File: src/rtl/apb2axi_rd_collector.sv
// Read-response collector: tracks open AXI read tags, forwards R beats to the
// read-data FIFO through a single output stage and emits one completion per
// burst carrying the worst response and a length-mismatch flag.
module apb2axi_rd_collector #(
   parameter int TAG_NUM    = 4,
   parameter int TAG_W      = $clog2(TAG_NUM),
   parameter int AXI_ID_W   = 4,
   parameter int AXI_DATA_W = 64
) (
   input  logic                  pclk,
   input  logic                  preset,
   input  logic                  rd_issue_vld,
   output logic                  rd_issue_rdy,
   input  logic [TAG_W-1:0]      rd_issue_tag,
   input  logic [7:0]            rd_issue_len,
   input  logic                  rvalid,
   output logic                  rready,
   input  logic [AXI_ID_W-1:0]   rid,
   input  logic [AXI_DATA_W-1:0] rdata,
   input  logic [1:0]            rresp,
   input  logic                  rlast,
   output logic                  rdf_push_vld,
   input  logic                  rdf_push_rdy,
   output logic [TAG_W-1:0]      rdf_push_tag,
   output logic [AXI_DATA_W-1:0] rdf_push_data,
   output logic [1:0]            rdf_push_resp,
   output logic                  rdf_push_last,
   output logic                  cq_push_vld,
   input  logic                  cq_push_rdy,
   output logic [TAG_W-1:0]      cq_push_tag,
   output logic [1:0]            cq_push_resp,
   output logic                  cq_push_len_err,
   output logic                  stray_err
);

   // one slot per encodable tag so every tag value indexes a real entry
   localparam int SLOTS = 1 << TAG_W;

   logic       open_q  [SLOTS];
   logic [8:0] cnt_q   [SLOTS];
   logic [7:0] len_q   [SLOTS];
   logic [1:0] worst_q [SLOTS];

   logic rdf_pend;
   logic cq_pend;
   logic stray_q;

   logic [TAG_W-1:0] r_tag;
   logic             r_fire;
   logic             r_hit;
   logic             issue_ok;
   logic             issue_fire;
   logic [8:0]       beat_cnt;
   logic [8:0]       len_plus;
   logic [1:0]       beat_worst;

   assign r_tag      = rid[TAG_W-1:0];
   assign r_fire     = rvalid && rready;
   assign r_hit      = open_q[r_tag];
   assign beat_cnt   = cnt_q[r_tag] + 9'd1;
   assign len_plus   = {1'b0, len_q[r_tag]} + 9'd1;
   assign beat_worst = (rresp > worst_q[r_tag]) ? rresp : worst_q[r_tag];

   // a tag can only be opened while closed; a tag closing this cycle is still open
   assign issue_ok     = !open_q[rd_issue_tag];
   assign issue_fire   = rd_issue_vld && issue_ok;
   assign rd_issue_rdy = preset || issue_ok;

   // accept a new beat only when the whole output stage has drained
   assign rready        = !preset && !rdf_pend && !cq_pend;
   assign rdf_push_vld  = !preset && rdf_pend;
   assign cq_push_vld   = !preset && cq_pend;
   assign stray_err     = !preset && stray_q;

   // per-tag bookkeeping: open on issue, count and fold responses per accepted beat
   always_ff @(posedge pclk) begin
      if (preset) begin
         for (int unsigned i = 0; i < SLOTS; i++) begin
            open_q[i]  <= 1'b0;
            cnt_q[i]   <= '0;
            len_q[i]   <= '0;
            worst_q[i] <= '0;
         end
      end else begin
         // issue and beat never target the same slot: one needs it closed, the other open
         if (issue_fire) begin
            open_q[rd_issue_tag]  <= 1'b1;
            cnt_q[rd_issue_tag]   <= '0;
            worst_q[rd_issue_tag] <= '0;
            len_q[rd_issue_tag]   <= rd_issue_len;
         end
         if (r_fire && r_hit) begin
            cnt_q[r_tag]   <= beat_cnt;
            worst_q[r_tag] <= beat_worst;
            if (rlast) begin
               open_q[r_tag] <= 1'b0;
            end
         end
      end
   end

   // output stage: beat register, completion register, pending flags and stray pulse
   always_ff @(posedge pclk) begin
      if (preset) begin
         rdf_pend        <= 1'b0;
         cq_pend         <= 1'b0;
         stray_q         <= 1'b0;
         rdf_push_tag    <= '0;
         rdf_push_data   <= '0;
         rdf_push_resp   <= '0;
         rdf_push_last   <= 1'b0;
         cq_push_tag     <= '0;
         cq_push_resp    <= '0;
         cq_push_len_err <= 1'b0;
      end else begin
         stray_q <= r_fire && !r_hit;
         if (rdf_pend && rdf_push_rdy) begin
            rdf_pend <= 1'b0;
         end
         if (cq_pend && cq_push_rdy) begin
            cq_pend <= 1'b0;
         end
         // loads only happen with both flags clear, so they never race the clears above
         if (r_fire && r_hit) begin
            rdf_pend      <= 1'b1;
            rdf_push_tag  <= r_tag;
            rdf_push_data <= rdata;
            rdf_push_resp <= rresp;
            rdf_push_last <= rlast;
            if (rlast) begin
               cq_pend         <= 1'b1;
               cq_push_tag     <= r_tag;
               cq_push_resp    <= beat_worst;
               cq_push_len_err <= (beat_cnt != len_plus);
            end
         end
      end
   end

endmodule

File: config.mk
export PLATFORM = sky130hd
export DESIGN_NAME = apb2axi_rd_collector
export DESIGN_NICKNAME = d
export VERILOG_FILES = /design/src/rtl/apb2axi_rd_collector.sv
export SDC_FILE = /design/constraint.sdc
export NUM_CORES = 1
export LEC_CHECK = 0
export BUFFER_PORTS_ARGS = -buffer_cell sky130_fd_sc_hd__buf_4
export CELL_PAD_IN_SITES_DETAIL_PLACEMENT = 0
export CELL_PAD_IN_SITES_GLOBAL_PLACEMENT = 1
export CORE_MARGIN = 2
export CORE_UTILIZATION = 35
export CTS_BUF_LIST = sky130_fd_sc_hd__clkbuf_8
export DETAILED_ROUTE_END_ITERATION = 12
export PLACE_DENSITY_LB_ADDON = 0.1
export SLEW_MARGIN = 20
export SYNTH_ARGS = -nofsm -noshare
export SYNTH_HDL_FRONTEND = slang
export SYNTH_SLANG_ARGS = --single-unit
export TNS_END_PERCENT = 50
File: constraint.sdc
create_clock -name pclk -period 3.81 [get_ports pclk]
set_input_delay 0.762 -clock pclk [delete_from_list [all_inputs] [get_ports pclk]]
set_output_delay 0.762 -clock pclk [all_outputs]
set_load 0.005 [all_outputs]
Word level (Yosys, flattened, before mapping)
Memory sizes are Yosys's and may differ from the RTL's.
Cells that the tools add are included.
Word-level totals
  register bits: 77
  memory bits (writable): 80
  bits of input ports: 87
  output and inout port bits: 79
  memories kept: 4
Operators by class
  add/subtract/negate cells: 2
  order comparisons: 1
  equality and inequality tests: 1
  mux-type cells: 39
  reduce and logical (&&, ||, !) cells: 26
Memory list
  cnt_q: depth 4, width 9, read ports 1, clocked after memory_dff 0, write ports 4, line 40  | logic [8:0] cnt_q [SLOTS];
  len_q: depth 4, width 8, read ports 1, clocked after memory_dff 0, write ports 4, line 41  | logic [7:0] len_q [SLOTS];
  worst_q: depth 4, width 2, read ports 1, clocked after memory_dff 0, write ports 4, line 42  | logic [1:0] worst_q [SLOTS];
  open_q: depth 4, width 1, read ports 2, clocked after memory_dff 0, write ports 4, line 39  | logic open_q [SLOTS];
Operators by type and width (count)
  1-bit 2-to-1 mux: 26
  2-bit 2-to-1 mux: 10
  9-bit 2-to-1 mux: 2
  9-bit OR reduction: 2
  1-bit logical AND: 11
  8-bit by 1-bit adder with 9-bit output (second input constant): 1
  9-bit by 1-bit adder with 9-bit output (second input constant): 1
  9-bit inequality test: 1
  8-bit 2-to-1 mux: 1
  8-bit OR reduction: 1
  1-bit zero test: 5
  2-bit OR reduction: 2
  2-bit greater-than comparator: 1
  2-bit AND reduction: 1
  2-bit nonzero test: 1
  1-bit OR reduction: 2
  1-bit logical OR: 1

Longest topological paths before layout
Gate-level depths: netlist of the first run.
  word-level depth: 10
  depth in mapped cells: 12
  depth with buffers taken out: 9

Least setup slack after synthesis of the first run
No wires, ideal clock.
  kind: input to register
  start point: in rd_issue_tag[1]
  end point: mem cnt_q[0][0] (enable)
  library setup time: 353 ps
  arrival time: 2820 ps
  data required time: 3457 ps
  path slack: 638 ps
  cell stages on the path: 6
  buffers on the path: 1
  cells stage by stage: mux4_2 -> nor3b_1 -> clkbuf_1 -> nor3b_1 -> or2_2 -> nand2b_1
RTL lines
  from (decl): line 14  | input logic [TAG_W-1:0] rd_issue_tag,
  to (decl): line 40

==> impl_metrics.csv, run 1 <==
group,metric,value,unit
status,status,"complete, no violations",
power,switching_share,25.2,%
synth,ys_ff_latch,157,
synth,yosys_warnings,0,
min_path,hold_path_depth,2,
place,placed_cell_area,0.00805,mm2
synth,synth.top_cells.by_area,"edfxtp_1 (35%), dfxtp_1 (25%), nand2_1 (8.5%)",
min_path,hp-class,"flip-flop to flip-flop",
worst_setup_path,critPathKind,"input pin to flip-flop",
place,numPortBuffers,163,
synth,async_reset_ff_share,0,%
grt,antenna_found_initial,0,
place,gp_congestion,0.729,
cells_and_area,drive_above_1_share,28.6,%
clock_network,clockBufferDepth,2,
timing,relSlewSlack,50.3,%
clock_network,post_cts_resized,0,
grt,grt_overflow,0,
grt,grt_usage,18.0,%
timing,hold_viol,0,
clock_network,post_cts_buffers,0,
power,vdd_drop_max,0.201,mV
clock_network,htreeDepth,4,
place,dpl_worst_slack,0.334,ns
synth,synthFlopType,"dfxtp_1",
timing,fin_crit_sh,77.9,%
cells_and_area,post-route-util,45.4,%
die,die_area,0.0199,mm2
clock_network,cts_tree,"done",
grt,grt_max_degree,71,
timing,finClkSkew,0.0183,ns
worst_setup_path,start_kind,"input pin",
timing,finalSetupViolCount,0,
synth,synth_edf_count,76,
worst_setup_path,cp_max_fo,11,
clock_network,numCtsBuffers,17,
route,drt_iter0_drc,238,
clock_network,clk_pin_slew_worst_paths,0.09,ns
timing,final_max_slew_viol_count,0,
clock_network,postCtsHoldBufs,0,
worst_setup_path,cp_slowest_cell,"nand2b_1",
cells_and_area,fin_nets,869,
cells_and_area,fillers,1798,
cells_and_area,final-seq-area,0.00390,mm2
worst_setup_path,required,3.89,ns
synth,ys_seq_area_share,59.2,%
die,rows,50,
synth,synthTopCellsByCount,"nand2_1 (150), dfxtp_1 (81), edfxtp_1 (76), a21oi_1 (74), nor2_1 (53)",
route,ant_nets,0,
timing,max_slew.worst_pin.slew,0.745,ns
route,dr.pass1.iters,4,
worst_setup_path,cp-end-kind,"flip-flop",
die,core_area,0.0186,mm2
cells_and_area,multi_input_area,0.00248,mm2
power,switchingPower,0.872,mW
cells_and_area,fin_area,0.00844,mm2
timing,fmax,337,MHz
power,leakagePower,3.34,nW
synth,synth.most_common_cell,"nand2_1",
synth,synth_top_cell_area_share,34.6,%
power,power_frac_seq,53.3,%
route,vias,4952,
timing,rsz0062_at_grt,"false",
worst_setup_path,r2r_cells,5,
die,die_x,141,um
place,hpwl,11.5,mm
timing,postLayoutSetupSlackWorst,0.841,ns
route,routed_wl,17.1,mm
die,die_y,141,um
route,drcViolationCount,0,
synth,synth.avg_cell_area,10.6,um2
worst_setup_path,worstPathCellList,"buf_4 -> mux4_2 -> nor3b_1 -> and3b_1 -> or2_2 -> nand2b_1",
die,io_pins,166,
synth,ys_types,43,
power,intPower,2.58,mW
worst_setup_path,timing.critical_path.slowest_cell_delay,0.62,ns
synth,synth.largest_area_cell,"edfxtp_1",
route,wl_per_cell,16.7,um
cells_and_area,area_growth,28.1,%
synth,synth_cells,619,
synth,synth.net_count,711,
clock_network,root_buffer,"clkbuf_8",
synth,synth_area,0.00659,mm2
power,cellPowerDensity,409,mW/mm2
worst_setup_path,arrival,3.05,ns
grt,grt_pass1_vias,5299,
grt,grt_pass1_wl,27.6,mm
run,cap_violations,0,
clock_network,clock_latency,0.46,ns
die,start_util,35.5,%
power,clkPwrFrac,36.6,%
clock_network,cts_sinks,157,
power,pwr-share-comb,10.1,%
timing,tns,0,ns
timing,min_period,2.97,ns
cells_and_area,diodes,0,
route,vias_per_cell,4.84,
## state kept, by name, indices dropped and copies added (netlist names)
name,cells
rdf_push_data,64
cnt_q,36
len_q,32
worst_q,8
open_q,4
cq_push_resp,2
cq_push_tag,2
rdf_push_resp,2
rdf_push_tag,2
cq_pend,1
cq_push_len_err,1
rdf_pend,1
rdf_push_last,1
stray_q,1
## cell families after synthesis
family / Yosys count / synth area share (%)
flip-flops: 157 / 59.2
multiplexers: 22 / 7.90
buffers and inverters: 48 / 3.13
adder cells (fa/ha/maj): 5 / 0.949
XOR/XNOR: 14 / 1.86
AND/OR/NAND/NOR: 280 / 19.1
AO/OA/AOI/OAI: 93 / 7.84
## worst paths after layout
path	startpoint	slack (ns)	to
max reg2reg	open_q[3]	0.95	cnt_q[1][0]
max	rd_issue_tag[1]	0.84	cnt_q[1][0]
min	rdf_push_data[4]	0.46	rdf_push_data[4]
min reg2reg	rdf_push_data[4]	0.46	rdf_push_data[4]
## power by group through the flow
stage | clock, mW | combinational (mW) | sequential (mW)
floorplan | 0 | 0.196 | 1.88
global placement | 0 | 0.349 | 1.88
detailed placement | 0 | 0.353 | 1.88
CTS | 1.31 | 0.355 | 1.84
global route | 1.37 | 0.387 | 1.85
finish | 1.26 | 0.349 | 1.84
## cell usage in the layout, fill, tap and decap left out, drive strengths merged, types with 3 or more instances in the layout
cell / netlist / final
o21a: 3 / 3
ha: 5 / 5
clkbuf: 31 / 17
edfxtp: 76 / 76
and3b: 3 / 3
and2: 34 / 34
a21oi: 74 / 74
o21ai: 6 / 6
dfxtp: 81 / 81
nor3: 5 / 5
mux4: 21 / 21
nand2b: 4 / 4
or3: 3 / 3
buf: 7 / 177
clkinv: 0 / 6
inv: 10 / 17
xnor2: 11 / 11
nand3: 12 / 12
xor2: 3 / 3
nand4: 4 / 4
nand2: 150 / 150
nor2b: 3 / 3
or2: 3 / 3
nor2: 53 / 53
## metal layers
layer / vias up / global-route usage, % / share of wire (%)
met1: 2363 / 21.9 / 42
met2: 124 / 29.9 / 49
li1: 2452 / - / -
met3: 13 / 7.03 / 7.7
met4: 0 / 5.11 / 1.1
met5: - / 0 / 0
## through the flow
stage               cells  hold WS (ns)  power, mW
floorplan             619         0.450       2.07
global placement      992         0.443       2.23
detailed placement    992         0.447       2.24
CTS                  1024         0.460       3.50
global route         1024         0.479       3.61
finish               1024         0.458       3.46
## final cells by class
class                           instances  area share [%]
Tap cell                              234            3.47
Clock buffer                           17            2.77
Multi-Input combinational cell        414            29.4
Inverter                               10           0.445
Sequential cell                       157            46.2
Clock inverter                         15            1.88
Timing Repair Buffer                  177            15.7
## worst max-delay path: cells and delay by family
| kind | cells | cell delay [ns] |
|---|---|---|
| simple gates | 4 | 1.66 |
| mux | 1 | 0.51 |
| buf+inv | 1 | 0.11 |
Power figures use the tool's default switching activity.
==> run 2: changes to the inputs <==
ABC_AREA = 1   (was default)
clock period = 3 ns   (was 3.81 ns; I/O delays follow)
==> run 2 against run 1 <==
Compared with the run above: sequential share of layout area fell by 2.6 points; final cell count rose by 29%; sequential cell count did not move; via count rose by 21%; synthesized cell count rose by 41%; routed wire length rose by 12%; non-clock buffer count rose by 7; die area rose by 7.4%; core utilization fell by 0.83 points; count of clock-buffer cells in the layout rose by 1.
==> impl_metrics.csv, run 2 <==
group,metric,value,unit
worst_setup_path,critPathKind,"input pin to output pin",
timing,min_period,2.29,ns
status,status,"complete, no violations",
worst_setup_path,cp-end-kind,"output pin",
timing,relSlewSlack,50.7,%
place,dpl.cell_count,1284,
clock_network,htreeDepth,4,
cells_and_area,largest_reg_flops,64,
synth,ys_types,33,
grt,grt_max_degree,70,
grt,antenna_found_initial,0,
cells_and_area,drive_above_1_share,24.2,%
cells_and_area,reg.largest.list,"rdf_push_data: 64 flops, cnt_q: 36 flops, len_q: 32 flops",
cells_and_area,multi_input_area,0.00272,mm2
clock_network,clockBufferDepth,2,
cells_and_area,area_growth,26.0,%
clock_network,cts_sinks,157,
timing,final_max_slew_viol_count,0,
die,io_pins,166,
synth,synth_area,0.00709,mm2
cells_and_area,mostFrequentLayoutCells,"nand2_1 (330), buf_4 (183), nor2_1 (97), dfxtp_1 (81)",
power,leakagePower,3.95,nW
clock_network,postCtsHoldBufs,0,
cells_and_area,mostFrequentLayoutCell,"nand2_1",
place,numPortBuffers,163,
clock_network,clock_latency,0.45,ns
cells_and_area,final-seq-area,0.00390,mm2
route,vias_per_cell,4.54,
grt,grt_pass1_wl,30.8,mm
synth,ys_seq_area_share,55.0,%
clock_network,numCtsBuffers,17,
synth,synth.most_common_cell,"nand2_1",
cells_and_area,top_register,"rdf_push_data",
grt,grt_usage,18.3,%
worst_setup_path,start_kind,"input pin",
worst_setup_path,cp_slowest_cell,"clkinv_1",
route,routed_wl,19.2,mm
synth,synth.top_cells.by_area,"edfxtp_1 (32%), dfxtp_1 (23%), nand2_1 (17%)",
grt,grt_overflow,0,
synth,synthFlopType,"dfxtp_1",
timing,finalSetupViolCount,0,
synth,synth.avg_cell_area,8.11,um2
route,vias,5976,
worst_setup_path,cp_max_fo,32,
route,drt_iter0_drc,226,
cells_and_area,fin_nets,1125,
clock_network,post_cts_resized,0,
timing,rsz0062_at_grt,"false",
worst_setup_path,arrival,1.69,ns
synth,synth_top_cell_area_share,32.2,%
die,die_area,0.0214,mm2
die,rows,52,
synth,synthTopCellsByCount,"nand2_1 (330), nor2_1 (97), dfxtp_1 (81), a21oi_1 (76), edfxtp_1 (76)",
die,die_y,146,um
min_path,hp-class,"input pin to flip-flop",
timing,tns,0,ns
synth,synth_cells,875,
route,drcViolationCount,0,
clock_network,clk_pin_slew_worst_paths,0.09,ns
die,core_area,0.0200,mm2
synth,synth.largest_area_cell,"edfxtp_1",
worst_setup_path,worstPathCellList,"buf_4 -> buf_4 -> clkinv_1 -> nand3_1 -> buf_4",
worst_setup_path,cp_num_buf_inv,4,
timing,fmax,437,MHz
place,gp_congestion,0.735,
die,die_x,146,um
timing,hold_viol,0,
synth,ys_ff_latch,157,
run,cap_violations,0,
worst_setup_path,cpMostUsedCell,"buf_4",
route,wl_per_cell,14.6,um
worst_setup_path,timing.critical_path.slowest_cell_delay,0.34,ns
power,vdd_drop_max,0.281,mV
cells_and_area,fillers,2164,
grt,grt_pass1_vias,5849,
route,dr.pass1.iters,6,
worst_setup_path,path_delay_family,"buffers and inverters",
synth,async_reset_ff_share,0,%
timing,finClkSkew,0.0184,ns
timing,fin_crit_sh,76.3,%
cells_and_area,diodes,0,
synth,synth.net_count,967,
die,start_util,35.4,%
synth,yosys_warnings,0,
place,hpwl,13.3,mm
cells_and_area,fin_cells,1316,
clock_network,root_buffer,"clkbuf_8",
clock_network,cts_tree,"done",
clock_network,post_cts_buffers,0,
power,cellPowerDensity,501,mW/mm2
route,ant_nets,0,
synth,synth_edf_count,76,
worst_setup_path,required,2.40,ns
timing,max_slew.worst_pin.slew,0.740,ns
-- run 2: cell count changes in the layout (fill, tap and decap cells not counted), sizes merged, moves of 10 or more --
| cell | change |
|---|---|
| nand3 | +37 |
| and2 | -33 |
| o21ai | +11 |
| mux4 | -21 |
| xnor2 | -10 |
| nand2 | +197 |
| nor2 | +55 |
| inv | +40 |
-- run 2: logic make-up after synthesis --
| family | count (synthesis) | synth area share, % |
|---|---|---|
| and+or+nand+nor | 511 | 29.6 |
| AOI/OAI and AO/OA | 103 | 7.72 |
| DFF | 157 | 55.0 |
| xor gates and xnor gates | 1 | 0.123 |
| adders and majority gates | 5 | 0.882 |
| buffers and inverters | 98 | 6.63 |
-- run 2: power breakdown --
part           switching (mW)  internal [mW]
Sequential             0.0353           2.34
Combinational           0.345          0.231
Clock                   0.840          0.694
-- run 2: final cells by class --
cell class / count / area share [%]
Clock buffer: 18 / 2.77
Sequential cell: 157 / 43.7
Tap cell: 270 / 3.78
Inverter: 53 / 2.25
Timing Repair Buffer: 184 / 15.6
Clock inverter: 14 / 1.48
Multi-Input combinational cell: 620 / 30.4
-- run 2: worst paths after layout --
check                   startpoint                to  slack, ns  cells after the start
hold reg to reg   rdf_push_data[3]  rdf_push_data[3]       0.47                      2
setup / recovery            preset      rd_issue_rdy       0.71                      5
setup reg to reg         open_q[1]       len_q[0][7]       0.88                      9
hold / removal        rdf_push_rdy          rdf_pend       0.32                      2
-- run 2: through the flow --
| stage | hold slack, ns | area [um2] | worst slack [ns] | total power, mW | util [%] |
|---|---|---|---|---|---|
| floorplan | 0.457 | 7090 | 0.565 | 2.75 | - |
| global placement | 0.452 | 8560 | 0.315 | 3.00 | 42.7 |
| detailed placement | 0.456 | 8560 | 0.301 | 3.01 | 42.7 |
| CTS | 0.291 | 8940 | 0.667 | 4.54 | 44.6 |
| global route | 0.294 | 8940 | 0.563 | 4.70 | 44.6 |
| finish | 0.322 | 8940 | 0.710 | 4.48 | 44.6 |
-- run 2: layer usage --
metal | global-route usage, % | wire (um) | vias up
met5 | 0 | 0 | -
met4 | 3.93 | 117 | 0
met2 | 29.5 | 8970 | 148
li1 | - | - | 3125
met1 | 23.7 | 8520 | 2696
met3 | 6.69 | 1570 | 7
==> run 3: changes to the inputs <==
clock period = 2.2 ns   (was 3 ns; I/O delays follow)
==> run 3 against run 2 <==
Compared with the run above: register-to-register slack lost 0.62 ns; die area unchanged; sequential power grew 36%; final cell count grew 4.9%; global-route usage increased by 0.16 points; via count is 3.1% higher; core utilization rose by 3.0 points; clock skew shrank 0.00097 ns; clock power is 29% higher.
==> impl_metrics.csv, run 3 (synthesis results as in run 2) <==
group,metric,value,unit
timing,final_max_slew_viol_count,0,
route,wl_per_cell,13.7,um
cells_and_area,area_growth,34.4,%
die,die_y,146,um
power,clkPwrFrac,32.1,%
power,leakagePower,4.31,nW
worst_setup_path,cp_num_buf_inv,1,
clock_network,numCtsBuffers,17,
timing,finalSetupViolCount,0,
route,dr.pass1.iters,4,
die,die_x,146,um
grt,grt_pass1_wl,31.0,mm
timing,max_slew.worst_pin.slew,0.587,ns
power,vdd_drop_max,0.345,mV
place,numPortBuffers,163,
power,switchingPower,1.68,mW
power,intPower,4.45,mW
timing,fin_crit_sh,88.2,%
worst_setup_path,path_delay_family,"compound AO/OA/AOI/OAI gates",
clock_network,post_cts_buffers,0,
die,die_area,0.0214,mm2
route,drcViolationCount,0,
timing,finClkSkew,0.0174,ns
die,core_area,0.0200,mm2
timing,min_period,1.94,ns
route,ant_nets,0,
worst_setup_path,critPathKind,"flip-flop to flip-flop",
worst_setup_path,arrival,2.14,ns
worst_setup_path,cpMostUsedCell,"nor2_1",
cells_and_area,fin_area,0.00953,mm2
cells_and_area,fillers,2095,
place,gp_congestion,0.781,
die,io_pins,166,
power,power.total,6.13,mW
cells_and_area,top_register,"rdf_push_data",
grt,grt_usage,18.5,%
status,status,"complete, no violations",
clock_network,clk_pin_slew_worst_paths,0.09,ns
clock_network,htreeDepth,4,
timing,rsz0062_at_grt,"false",
grt,antenna_found_initial,0,
timing,relSlewSlack,60.8,%
worst_setup_path,timing.critical_path.slowest_cell_delay,0.37,ns
cells_and_area,diodes,0,
cells_and_area,multi_input_area,0.00273,mm2
grt,grt_pass1_vias,6165,
power,switching_share,27.4,%
grt,grt_max_degree,70,
min_path,hp-class,"input pin to flip-flop",
power,power_frac_seq,52.7,%
power,cellPowerDensity,643,mW/mm2
run,cap_violations,0,
cells_and_area,final-seq-area,0.00390,mm2
power,pwr-share-comb,15.2,%
route,routed_wl,19.0,mm
timing,hold_viol,0,
clock_network,cts_tree,"done",
grt,grt_overflow,0,
clock_network,clockBufferDepth,2,
cells_and_area,largest_reg_flops,64,
cells_and_area,mostFrequentLayoutCells,"nand2_1 (330), buf_4 (238), nor2_1 (97), dfxtp_1 (81)",
worst_setup_path,start_kind,"flip-flop",
route,vias_per_cell,4.46,
worst_setup_path,cp_max_fo,5,
cells_and_area,drive_above_1_share,28.7,%
route,vias,6163,
cells_and_area,fin_nets,1190,
worst_setup_path,worstPathCellList,"a22o_1 -> a221oi_2 -> ha_1 -> nor2_1 -> o22ai_1 -> nand2_1 -> o21ai_0 -> inv_1 -> nor2_1",
die,rows,52,
cells_and_area,mostFrequentLayoutCell,"nand2_1",
worst_setup_path,required,2.40,ns
worst_setup_path,cp-end-kind,"flip-flop",
clock_network,postCtsHoldBufs,0,
clock_network,clock_latency,0.45,ns
timing,fmax,515,MHz
place,hpwl,13.7,mm
place,placed_cell_area,0.00918,mm2
die,start_util,35.4,%
worst_setup_path,cp_slowest_cell,"edfxtp_1",
clock_network,root_buffer,"clkbuf_8",
cells_and_area,reg.largest.list,"rdf_push_data: 64 flops, cnt_q: 36 flops, len_q: 32 flops",
clock_network,post_cts_resized,0,
route,drt_iter0_drc,309,
clock_network,cts_sinks,157,
[run 3: worst paths after layout]
kind,startpoint,end,slack [ns],cells after the start
setup / recovery,worst_q[0][1],worst_q[3][0],0.26,9
hold / removal,rdf_push_rdy,rdf_pend,0.16,2
setup reg to reg,worst_q[0][1],worst_q[3][0],0.26,9
hold reg to reg,rdf_push_data[3],rdf_push_data[3],0.47,2
[run 3: routing by layer]
layer,vias to the layer above,global-route usage (%),share of wire (%)
met1,2777,23.4,46
met2,115,30.4,47
met4,0,4.76,0.83
met3,8,6.19,6.6
li1,3263,-,-
met5,-,0,0
[run 3: layout make-up]
class / count / area share (%)
Clock buffer: 18 / 2.60
Sequential cell: 157 / 40.9
Inverter: 53 / 2.11
Clock inverter: 14 / 1.15
Timing Repair Buffer: 249 / 21.0
Tap cell: 270 / 3.54
Multi-Input combinational cell: 620 / 28.6
[run 3: through the flow]
stage,instances,setup TNS [ns],setup slack [ns],util (%),hold slack (ns)
after floorplan,875,0,0.000813,-,0.457
final,1381,0,0.260,47.6,0.158
after detailed placement,1349,-0.610,-0.0987,45.8,0.455
after global routing,1381,0,0.0974,47.6,0.127
after CTS,1381,0,0.245,47.6,0.122
after global placement,1349,-0.550,-0.0862,45.8,0.452
[run 3: power by group through the flow]
stage	Combinational (mW)	Sequential (mW)	Clock (mW)
after global routing	1.05	3.25	2.17
after detailed placement	0.949	3.30	0
after global placement	0.944	3.30	0
final	0.932	3.23	1.97
after CTS	0.952	3.23	2.04
after floorplan	0.454	3.30	0
